File: config.mk
export PLATFORM = sky130hd
export DESIGN_NAME = hull_fifo_flat
export DESIGN_NICKNAME = d
export VERILOG_FILES = /design/src/rtl/hull_fifo_pkg.sv /design/src/rtl/hull_fifo_if.sv /design/src/rtl/hull_fifo.sv /design/src/flat_wrapper.sv
export SDC_FILE = /design/constraint.sdc
export NUM_CORES = 1
export LEC_CHECK = 0
export CORE_MARGIN = 2
export CORE_UTILIZATION = 27
export DETAILED_ROUTE_END_ITERATION = 7
export PLACE_DENSITY = 0.46
export SYNTH_ARGS = -nofsm -noshare
export SYNTH_HDL_FRONTEND = slang
export SYNTH_SLANG_ARGS = --single-unit
File: constraint.sdc
create_clock -name clk -period 4.8 [get_ports clk]
set_input_delay 0.48 -clock clk [delete_from_list [all_inputs] [get_ports clk]]
set_output_delay 0.48 -clock clk [all_outputs]
set_load 0.02 [all_outputs]
File: src/rtl/hull_fifo_pkg.sv
// hull_fifo_pkg: shared constants for the hull_fifo buffering primitive.
//   - FIFO storage-style encodings selected by the TYPE parameter.
//   - Per-queue storage style and log2 depth used by the AXI-Lite-to-SoftReg bridge.
package hull_fifo_pkg;

  // Storage style encodings; any other TYPE value behaves as FIFO_TYPE_REG.
  localparam int unsigned FIFO_TYPE_REG = 0;  // flop array
  localparam int unsigned FIFO_TYPE_RAM = 1;  // distributed/LUT RAM, async read

  // Bridge queue configuration. *_Depth values are log2 of the entry count (LOG_DEPTH).
  localparam int unsigned F1_AXIL_wr_addr_FIFO_Type  = FIFO_TYPE_REG;
  localparam int unsigned F1_AXIL_wr_addr_FIFO_Depth = 4;
  localparam int unsigned F1_AXIL_wr_data_FIFO_Type  = FIFO_TYPE_REG;
  localparam int unsigned F1_AXIL_wr_data_FIFO_Depth = 4;
  localparam int unsigned F1_AXIL_rd_req_FIFO_Type   = FIFO_TYPE_REG;
  localparam int unsigned F1_AXIL_rd_req_FIFO_Depth  = 4;
  localparam int unsigned F1_AXIL_rd_resp_FIFO_Type  = FIFO_TYPE_RAM;
  localparam int unsigned F1_AXIL_rd_resp_FIFO_Depth = 4;

  // True when TYPE selects RAM storage; everything else maps to the flop array.
  function automatic bit fifo_type_is_ram(input int unsigned fifo_type);
    return fifo_type == FIFO_TYPE_RAM;
  endfunction

endpackage

File: src/rtl/hull_fifo_if.sv
// hull_fifo_if: enqueue/dequeue handshake bundle for hull_fifo.
//   wrreq/data  : enqueue request and payload (producer -> FIFO)
//   rdreq       : dequeue request (consumer -> FIFO)
//   full/empty  : occupancy flags (FIFO -> users)
//   q           : show-ahead head entry, zero when empty (FIFO -> consumer)
// Modports: master = the FIFO's user (producer + consumer), slave = the FIFO.
interface hull_fifo_if #(
  parameter int unsigned WIDTH = 32
);
  logic             wrreq;
  logic [WIDTH-1:0] data;
  logic             full;
  logic [WIDTH-1:0] q;
  logic             empty;
  logic             rdreq;

  modport master (
    output wrreq,
    output data,
    output rdreq,
    input  full,
    input  q,
    input  empty
  );

  modport slave (
    input  wrreq,
    input  data,
    input  rdreq,
    output full,
    output q,
    output empty
  );
endinterface

File: src/rtl/hull_fifo.sv
// hull_fifo: single-clock show-ahead (first-word-fall-through) FIFO.
//   clk     : rising-edge clock
//   rst     : synchronous active-high reset (dominates wrreq/rdreq)
//   fifo_if : slave side of hull_fifo_if (wrreq/data/rdreq in, full/empty/q out)
// Parameters: TYPE (0 flop array, 1 LUT RAM, others as 0), WIDTH, LOG_DEPTH (>= 1).
// The head entry is visible on q whenever the FIFO is non-empty; q is zero when empty.
module hull_fifo
  import hull_fifo_pkg::*;
#(
  parameter int unsigned TYPE      = 0,
  parameter int unsigned WIDTH     = 32,
  parameter int unsigned LOG_DEPTH = 4
) (
  input  logic        clk,
  input  logic        rst,
  hull_fifo_if.slave  fifo_if
);

  localparam int unsigned Depth = 2 ** LOG_DEPTH;
  localparam logic [LOG_DEPTH:0]   CntFull = (LOG_DEPTH + 1)'(Depth);
  localparam logic [LOG_DEPTH:0]   CntOne  = (LOG_DEPTH + 1)'(1);
  localparam logic [LOG_DEPTH-1:0] PtrOne  = LOG_DEPTH'(1);

  logic [LOG_DEPTH-1:0] wr_ptr_q, wr_ptr_d;
  logic [LOG_DEPTH-1:0] rd_ptr_q, rd_ptr_d;
  logic [LOG_DEPTH:0]   count_q, count_d;
  logic                 full, empty, enq, deq;
  logic [WIDTH-1:0]     rd_data;

  // Flags come from registered count only, never from same-cycle requests.
  assign full  = (count_q == CntFull);
  assign empty = (count_q == '0);
  assign enq   = fifo_if.wrreq && !full;
  assign deq   = fifo_if.rdreq && !empty;

  always_comb begin
    wr_ptr_d = wr_ptr_q;
    rd_ptr_d = rd_ptr_q;
    count_d  = count_q;
    if (enq) begin
      wr_ptr_d = wr_ptr_q + PtrOne;
    end
    if (deq) begin
      rd_ptr_d = rd_ptr_q + PtrOne;
    end
    unique case ({enq, deq})
      2'b10:   count_d = count_q + CntOne;
      2'b01:   count_d = count_q - CntOne;
      default: count_d = count_q;
    endcase
  end

  always_ff @(posedge clk) begin
    if (rst) begin
      wr_ptr_q <= '0;
      rd_ptr_q <= '0;
      count_q  <= '0;
    end else begin
      wr_ptr_q <= wr_ptr_d;
      rd_ptr_q <= rd_ptr_d;
      count_q  <= count_d;
    end
  end

  // Storage is never cleared; stale contents are masked by the empty gating on q.
  if (fifo_type_is_ram(TYPE)) begin : g_ram
    logic [WIDTH-1:0] mem [Depth];

    always_ff @(posedge clk) begin
      if (enq) begin
        mem[wr_ptr_q] <= fifo_if.data;
      end
    end

    assign rd_data = mem[rd_ptr_q];
  end else begin : g_reg
    logic [WIDTH-1:0] mem_q [Depth];
    logic [WIDTH-1:0] mem_d [Depth];

    always_comb begin
      mem_d = mem_q;
      if (enq) begin
        mem_d[wr_ptr_q] = fifo_if.data;
      end
    end

    always_ff @(posedge clk) begin
      mem_q <= mem_d;
    end

    assign rd_data = mem_q[rd_ptr_q];
  end

  assign fifo_if.full  = full;
  assign fifo_if.empty = empty;
  assign fifo_if.q     = empty ? '0 : rd_data;

endmodule

File: src/flat_wrapper.sv
// flat-port wrapper written by rule: the top's interface ports become plain ports
module hull_fifo_flat import hull_fifo_pkg::*;
#(
  parameter int unsigned TYPE      = 0,
  parameter int unsigned WIDTH     = 32,
  parameter int unsigned LOG_DEPTH = 4
)
  (clk, rst, fifo_if_wrreq, fifo_if_data, fifo_if_rdreq, fifo_if_full, fifo_if_q, fifo_if_empty);
  hull_fifo_if #(.WIDTH(WIDTH)) fifo_if_i ();
  input  logic clk;
  input  logic rst;
  input wire logic [$bits(fifo_if_i.wrreq)-1:0] fifo_if_wrreq;
  input wire logic [$bits(fifo_if_i.data)-1:0] fifo_if_data;
  input wire logic [$bits(fifo_if_i.rdreq)-1:0] fifo_if_rdreq;
  output wire logic [$bits(fifo_if_i.full)-1:0] fifo_if_full;
  output wire logic [$bits(fifo_if_i.q)-1:0] fifo_if_q;
  output wire logic [$bits(fifo_if_i.empty)-1:0] fifo_if_empty;
  assign fifo_if_i.wrreq = fifo_if_wrreq;
  assign fifo_if_i.data = fifo_if_data;
  assign fifo_if_i.rdreq = fifo_if_rdreq;
  assign fifo_if_full = fifo_if_i.full;
  assign fifo_if_q = fifo_if_i.q;
  assign fifo_if_empty = fifo_if_i.empty;
  hull_fifo #(.TYPE(TYPE), .WIDTH(WIDTH), .LOG_DEPTH(LOG_DEPTH)) u_core (.clk(clk), .rst(rst), .fifo_if(fifo_if_i));
endmodule
==> impl_metrics.ini, run 1 <==
[global_routing]
grt_max_degree = 42
grt_util_met3_pct = 2.30
first_global_vias = 10465
met1_usage_pct = 17.1
use_met2_pct = 22.1
gr-max-usage-layer = met2
grt_use_total_pct = 13.1
grt.overflow.total = 0
antenna_found_initial = 2
grt_first_pass_wirelength_um = 74400

[synthesis]
synth_top_area_share_pct = 74.0
synth_mux_area_share_pct = 15.6
synth_edf_count = 512
synth_xor_area_share_pct = 0.380
yosysSeqAreaShare_pct = 75.3
synth_top_area_cell = edfxtp_1
netlist_area_um2 = 20800
ys_types = 41
synth_nets = 995
synth_top_family_by_area = multiplexers
async_reset_ff_share_pct = 0
yosys_warnings = 0
synth_fa_ha_area_share_pct = 0.542
synth_compound_area_share_pct = 4.81
yosys.area_share.simple_pct = 1.48
synthTopCellsByArea = edfxtp_1 74%, mux4_2 14%, o211ai_1 2.4%
syn_avg_cell_area_um2 = 21.9
ys.flop_type = edfxtp_1
postSynthCellCount = 950
ys_ff_latch = 525

[final_layout]
final_nets = 1091
fill_cells = 7304
drive_above_1_share_pct = 26.8
seq_area_um2 = 15700
layout_common_cells = 512 x edfxtp_1, 128 x mux4_2, 69 x clkdlybuf4s50_1, 66 x o211ai_1, 56 x clkbuf_16
area_growth_syn_to_layout_pct = 17.7
antenna-diode-count = 0
layout_commonest_cell = edfxtp_1
multiInputGateArea_um2 = 4850
design_area_um2 = 24400

[timing]
fin_skew_ns = 0.0195
hold_viol = 0
fmax_mhz = 242
min_period_over_period_pct = 86.0
finalSetupViolCount = 0
drv_slew = 0
period_minus_slack_ns = 4.13
tightest_slew_ns = 0.916
final.setup.tns_ns = 0
rsz0062_at_grt = no
slew_headroom_pct = 38.8
setup_ws_ns = 0.670

[flow_run]
maxCapViolCount = 0

[setup_path]
rrSetupSlack_ns = 1.22
critical-path-top-delay-family = buffers and inverters
cp.depth = 6
r2r_start = u_core.count_q[1]$_SDFFE_PP0P_
slowest_stage = clkdlybuf4s50_1
path_max_fanout = 40
r2r.worst_path.cells = 11
required_ns = 4.32
timing.rr.end = u_core.count_q[4]$_SDFFE_PP0P_
startpoint_type = flip-flop
end_kind = output pin
cpPeakStageDelay_ns = 0.72
critical_path.cell_chain = buf_4 -> nor2b_4 -> buf_4 -> o211ai_1 -> o211ai_1 -> clkdlybuf4s50_1
critPathKind = flip-flop to output pin
crit_end = fifo_if_q[31]
path_buf_inv = 3
worst_ep_arrival_time_ns = 3.65
cp-startpoint = u_core.rd_ptr_q[2]$_SDFFE_PP0P_

[power_and_ir_drop]
ir_drop_v = 0.000343
total_leakage_power_nw = 7.29
power.total_mw = 12.2
power.density_nw_per_um2 = 501

[cts]
clk_path_buf_depth = 3
clkTransAtPathRegs_ns = 0.06
clock-sinks = 525
cts_tree = built
postCtsHoldBufs = 0
cts_root_buffer = clkbuf_16
clk_latency_ns = 0.61
post_cts_buffers = 0
cts-resized-gates = 0
cts_buffers = 56
h-tree-depth = 2

[drt]
vias = 9855
first_pass_iters = 5
via_per_inst = 4.66
drtAntennaViolNets = 0
wl_per_cell_um = 24.1
route.detailed.drc = 0
totalWireLength_um = 51100
drt_iter0_drc = 554

[worst_hold_path]
hp-class = flip-flop to flip-flop

[placed_design]
dp_hpwl_um = 28700
place_ws_ns = 1.24
post_dp_cell_area_um2 = 22800
gp_routability_congestion = 0.696
port_buffers = 69

[floorplanning]
dieArea_um2 = 79200
num_io_pins = 70
rows = 101
die_h_um = 281
initial_core_util_pct = 27.3
design.core.area_um2 = 76100
die_x_um = 281

[run_status]
outcome = completed
-- power by group --
group | leakage, nW | switching (mW) | internal [mW]
clock | 0.789 | 1.72 | 2.18
sequential | 4.73 | 0.137 | 5.20
combinational | 1.77 | 1.75 | 1.25
total | 7.29 | 3.61 | 8.64
-- tightest hold or removal path, cell delays in order (launching register included) --
cell and delay (ns):
dfxtp_1 0.34, mux2i_1 0.13, nor2_1 0.05
-- registers in the layout, indices dropped and copies added (netlist names) --
signal,flops
u_core.count_q,5
u_core.rd_ptr_q,4
u_core.g_reg.mem_q,512
u_core.wr_ptr_q,4
-- metrics by stage --
step | std cells | util, % | hold WS [ns]
after floorplan | 950 | - | 0.499
after global placement | 2018 | 30.0 | 0.559
after detailed placement | 2018 | 30.0 | 0.560
after CTS | 2116 | 32.1 | 0.568
after global routing | 2116 | 32.1 | 0.632
final | 2116 | 32.1 | 0.566
-- per-layer routing --
metal	up-vias	part of all wire, %	wire [um]
li1	4235	-	-
met1	5360	44	22500
met2	177	50	25300
met3	81	3.8	1940
met4	2	2.4	1250
met5	-	0.025	13
-- worst min-delay path by stage --
stage                                          from                              end  slack, ns  cells after the start
floorplan           u_core.rd_ptr_q[3]$_SDFFE_PP0P_  u_core.rd_ptr_q[3]$_SDFFE_PP0P_       0.50                      2
global placement     u_core.count_q[2]$_SDFFE_PP0P_   u_core.count_q[2]$_SDFFE_PP0P_       0.56                      2
detailed placement   u_core.count_q[2]$_SDFFE_PP0P_   u_core.count_q[2]$_SDFFE_PP0P_       0.56                      2
CTS                  u_core.count_q[2]$_SDFFE_PP0P_   u_core.count_q[2]$_SDFFE_PP0P_       0.57                      2
global route        u_core.wr_ptr_q[0]$_SDFFE_PP0P_  u_core.wr_ptr_q[0]$_SDFFE_PP0P_       0.63                      2
finish              u_core.wr_ptr_q[1]$_SDFFE_PP0P_  u_core.wr_ptr_q[1]$_SDFFE_PP0P_       0.57                      2
-- cells by family (layout without fill, tap and decap cells) --
kind of cell,after synthesis,in the layout
simple gates,60,60
mux,163,163
fa+ha+maj,9,9
xor+xnor,9,9
compound gates,111,111
buf+inv,73,209
flops,525,525
-- cell type report --
cell class,instances,share of cell area (%)
timing repair buffer,105,4.14
clock inverter,25,0.619
multi-input combinational,352,19.8
clock buffer,73,6.00
sequential,525,64.0
tap,1030,5.27
inverter,6,0.0922
-- Yosys cell counts (all sizes together), types with 2 or more instances --
library cell and count:
o211ai 100, nand4b 2, a21oi 2, edfxtp 512, nand2b 4, clkbuf 30, nand2 7, mux4 128
o21ai 4, buf 37, ha 9, nor3 5, inv 6, dfxtp 13, nor2 27, xor2 7
and3 2, or3 2, nand4 3, xnor2 2, mux2i 35
Note: power is estimated with default switching activity, not from simulation.
==> run 2: changes to the inputs <==
--- a/config.mk
+++ b/config.mk
@@ -7,7 +7,7 @@
 export LEC_CHECK = 0
 export CORE_MARGIN = 2
-export CORE_UTILIZATION = 27
+export CORE_UTILIZATION = 61
 export DETAILED_ROUTE_END_ITERATION = 7
-export PLACE_DENSITY = 0.46
+export PLACE_DENSITY = 0.83
 export SYNTH_ARGS = -nofsm -noshare
 export SYNTH_HDL_FRONTEND = slang
==> constraint.sdc (replaced) <==
create_clock -name clk -period 4.8 [get_ports clk]
set_input_delay 0.96 -clock clk [delete_from_list [all_inputs] [get_ports clk]]
set_output_delay 0.96 -clock clk [all_outputs]
set_load 0.02 [all_outputs]
==> run 2 against run 1 <==
Net effect: critical path depth decreased by 1; utilization is 39 points higher; fmax down 4.3%; clock-buffer cell count is 11 lower; critical path type unchanged; largest power group unchanged.
==> impl_metrics.ini, run 2 (synthesis gave the netlist of run 1 again) <==
[floorplanning]
num_io_pins = 70
die_h_um = 189
dieArea_um2 = 35500
rows = 67
initial_core_util_pct = 61.9
design.core.area_um2 = 33500
die_x_um = 189

[cts]
clk_latency_ns = 0.57
clock-sinks = 525
cts_buffers = 51
clk_path_buf_depth = 3
cts-resized-gates = 0
cts_root_buffer = clkbuf_16
h-tree-depth = 2
cts_tree = built
clkTransAtPathRegs_ns = 0.06
postCtsHoldBufs = 0
post_cts_buffers = 0

[final_layout]
fill_cells = 1899
max_flop_register = u_core.g_reg.mem_q
largest_registers = u_core.g_reg.mem_q x512, u_core.count_q x5
layout_commonest_cell = edfxtp_1
seq_area_um2 = 15600
drive_above_1_share_pct = 27.3
area_growth_syn_to_layout_pct = 14.1
final_util_pct = 70.7
final_nets = 1086
multiInputGateArea_um2 = 4850
largest_reg_flops = 512
layout_common_cells = 512 x edfxtp_1, 128 x mux4_2, 69 x clkdlybuf4s50_1, 66 x o211ai_1, 51 x clkbuf_16

[drt]
dr_wl_met3_um = 4420
vias = 10474
totalWireLength_um = 47400
wl_per_cell_um = 31.0
first_pass_iters = 6
via_per_inst = 6.85
dr.max_layer_used = met4
drt_iter0_drc = 1225
drtAntennaViolNets = 0
wl_met1_um = 17800
wl_met2_um = 23500
route.detailed.drc = 0

[run_status]
outcome = completed

[flow_run]
maxCapViolCount = 0

[setup_path]
critical-path-top-delay-family = buffers and inverters
path_max_fanout = 35
slowest_stage = dfxtp_4
end_kind = output pin
required_ns = 3.84
cpPeakStageDelay_ns = 0.70
critPathKind = flip-flop to output pin
critical_path.cell_chain = buf_4 -> mux4_2 -> mux2i_1 -> o211ai_2 -> clkdlybuf4s50_1
startpoint_type = flip-flop
worst_ep_arrival_time_ns = 3.36
path_buf_inv = 2

[timing]
tightest_slew_ns = 1.04
rsz0062_at_grt = no
finalSetupViolCount = 0
final.setup.tns_ns = 0
fmax_mhz = 232
period_minus_slack_ns = 4.32
min_period_over_period_pct = 89.9
hold_ws_ns = 0.575
fin_skew_ns = 0.0147
hold_viol = 0
slew_headroom_pct = 30.7
drv_slew = 0

[placed_design]
port_buffers = 69
gp_routability_congestion = 0.737
dp_hpwl_um = 23900

[power_and_ir_drop]
total_leakage_power_nw = 7.29
ir_drop_v = 0.000660
power.total_mw = 12.1
power.density_nw_per_um2 = 512

[global_routing]
grt_first_pass_wirelength_um = 69800
grt_max_degree = 78
antenna_found_initial = 1
grt_use_total_pct = 27.2
first_global_vias = 10798
grt.overflow.total = 0

[worst_hold_path]
hp-class = flip-flop to flip-flop
[run 2: through the flow]
step | area [um^2] | worst slack, ns | cells
3_5_place_dp | 22100 | 1.15 | 1436
4_1_cts | 23700 | 0.509 | 1529
3_3_place_gp | 22100 | 1.16 | 1436
5_1_grt | 23700 | 0.388 | 1529
6_report | 23700 | 0.483 | 1530
2_1_floorplan | 20800 | 0.825 | 950
[run 2: final timing paths]
kind | startpoint | end | slack (ns) | cells after the start
setup / recovery | u_core.rd_ptr_q[2]$_SDFFE_PP0P_ | fifo_if_q[2] | 0.48 | 5
hold / removal | u_core.wr_ptr_q[1]$_SDFFE_PP0P_ | u_core.wr_ptr_q[1]$_SDFFE_PP0P_ | 0.57 | 2
setup reg to reg | u_core.count_q[1]$_SDFFE_PP0P_ | u_core.count_q[4]$_SDFFE_PP0P_ | 1.12 | 11
hold reg to reg | u_core.wr_ptr_q[1]$_SDFFE_PP0P_ | u_core.wr_ptr_q[1]$_SDFFE_PP0P_ | 0.57 | 2
[run 2: area by class of cell]
class | instances | share of cell area [%]
Sequential cell | 525 | 66.0
Multi-Input combinational cell | 352 | 20.5
Clock buffer | 62 | 5.60
Timing Repair Buffer | 105 | 4.37
Tap cell | 448 | 2.36
Clock inverter | 31 | 1.10
Inverter | 6 | 0.0950
Antenna cell | 1 | 0.0106
[run 2: tightest hold or removal path: cells and delay by family (launching register included)]
family           cells  cell delay, ns
flip-flops           1            0.35
multiplexers         1            0.13
AND/OR/NAND/NOR      1            0.05
[run 2: metal layers]
layer | global-route usage (%) | vias up
li1 | - | 4215
met1 | 37.6 | 5483
met2 | 43.8 | 678
met3 | 5.22 | 98
met4 | 10.5 | 0
met5 | 0 | -
[run 2: report_power, final]
group | internal (mW) | switching (mW)
Sequential | 5.20 | 0.108
Combinational | 1.26 | 1.73
Clock | 2.18 | 1.65
==> run 3: changes to the inputs <==
SKIP_LAST_GASP = 1   (was unset)
==> results of run 3 <==
Same layout as run 2: the final DEF is identical, and so are final timing and power.
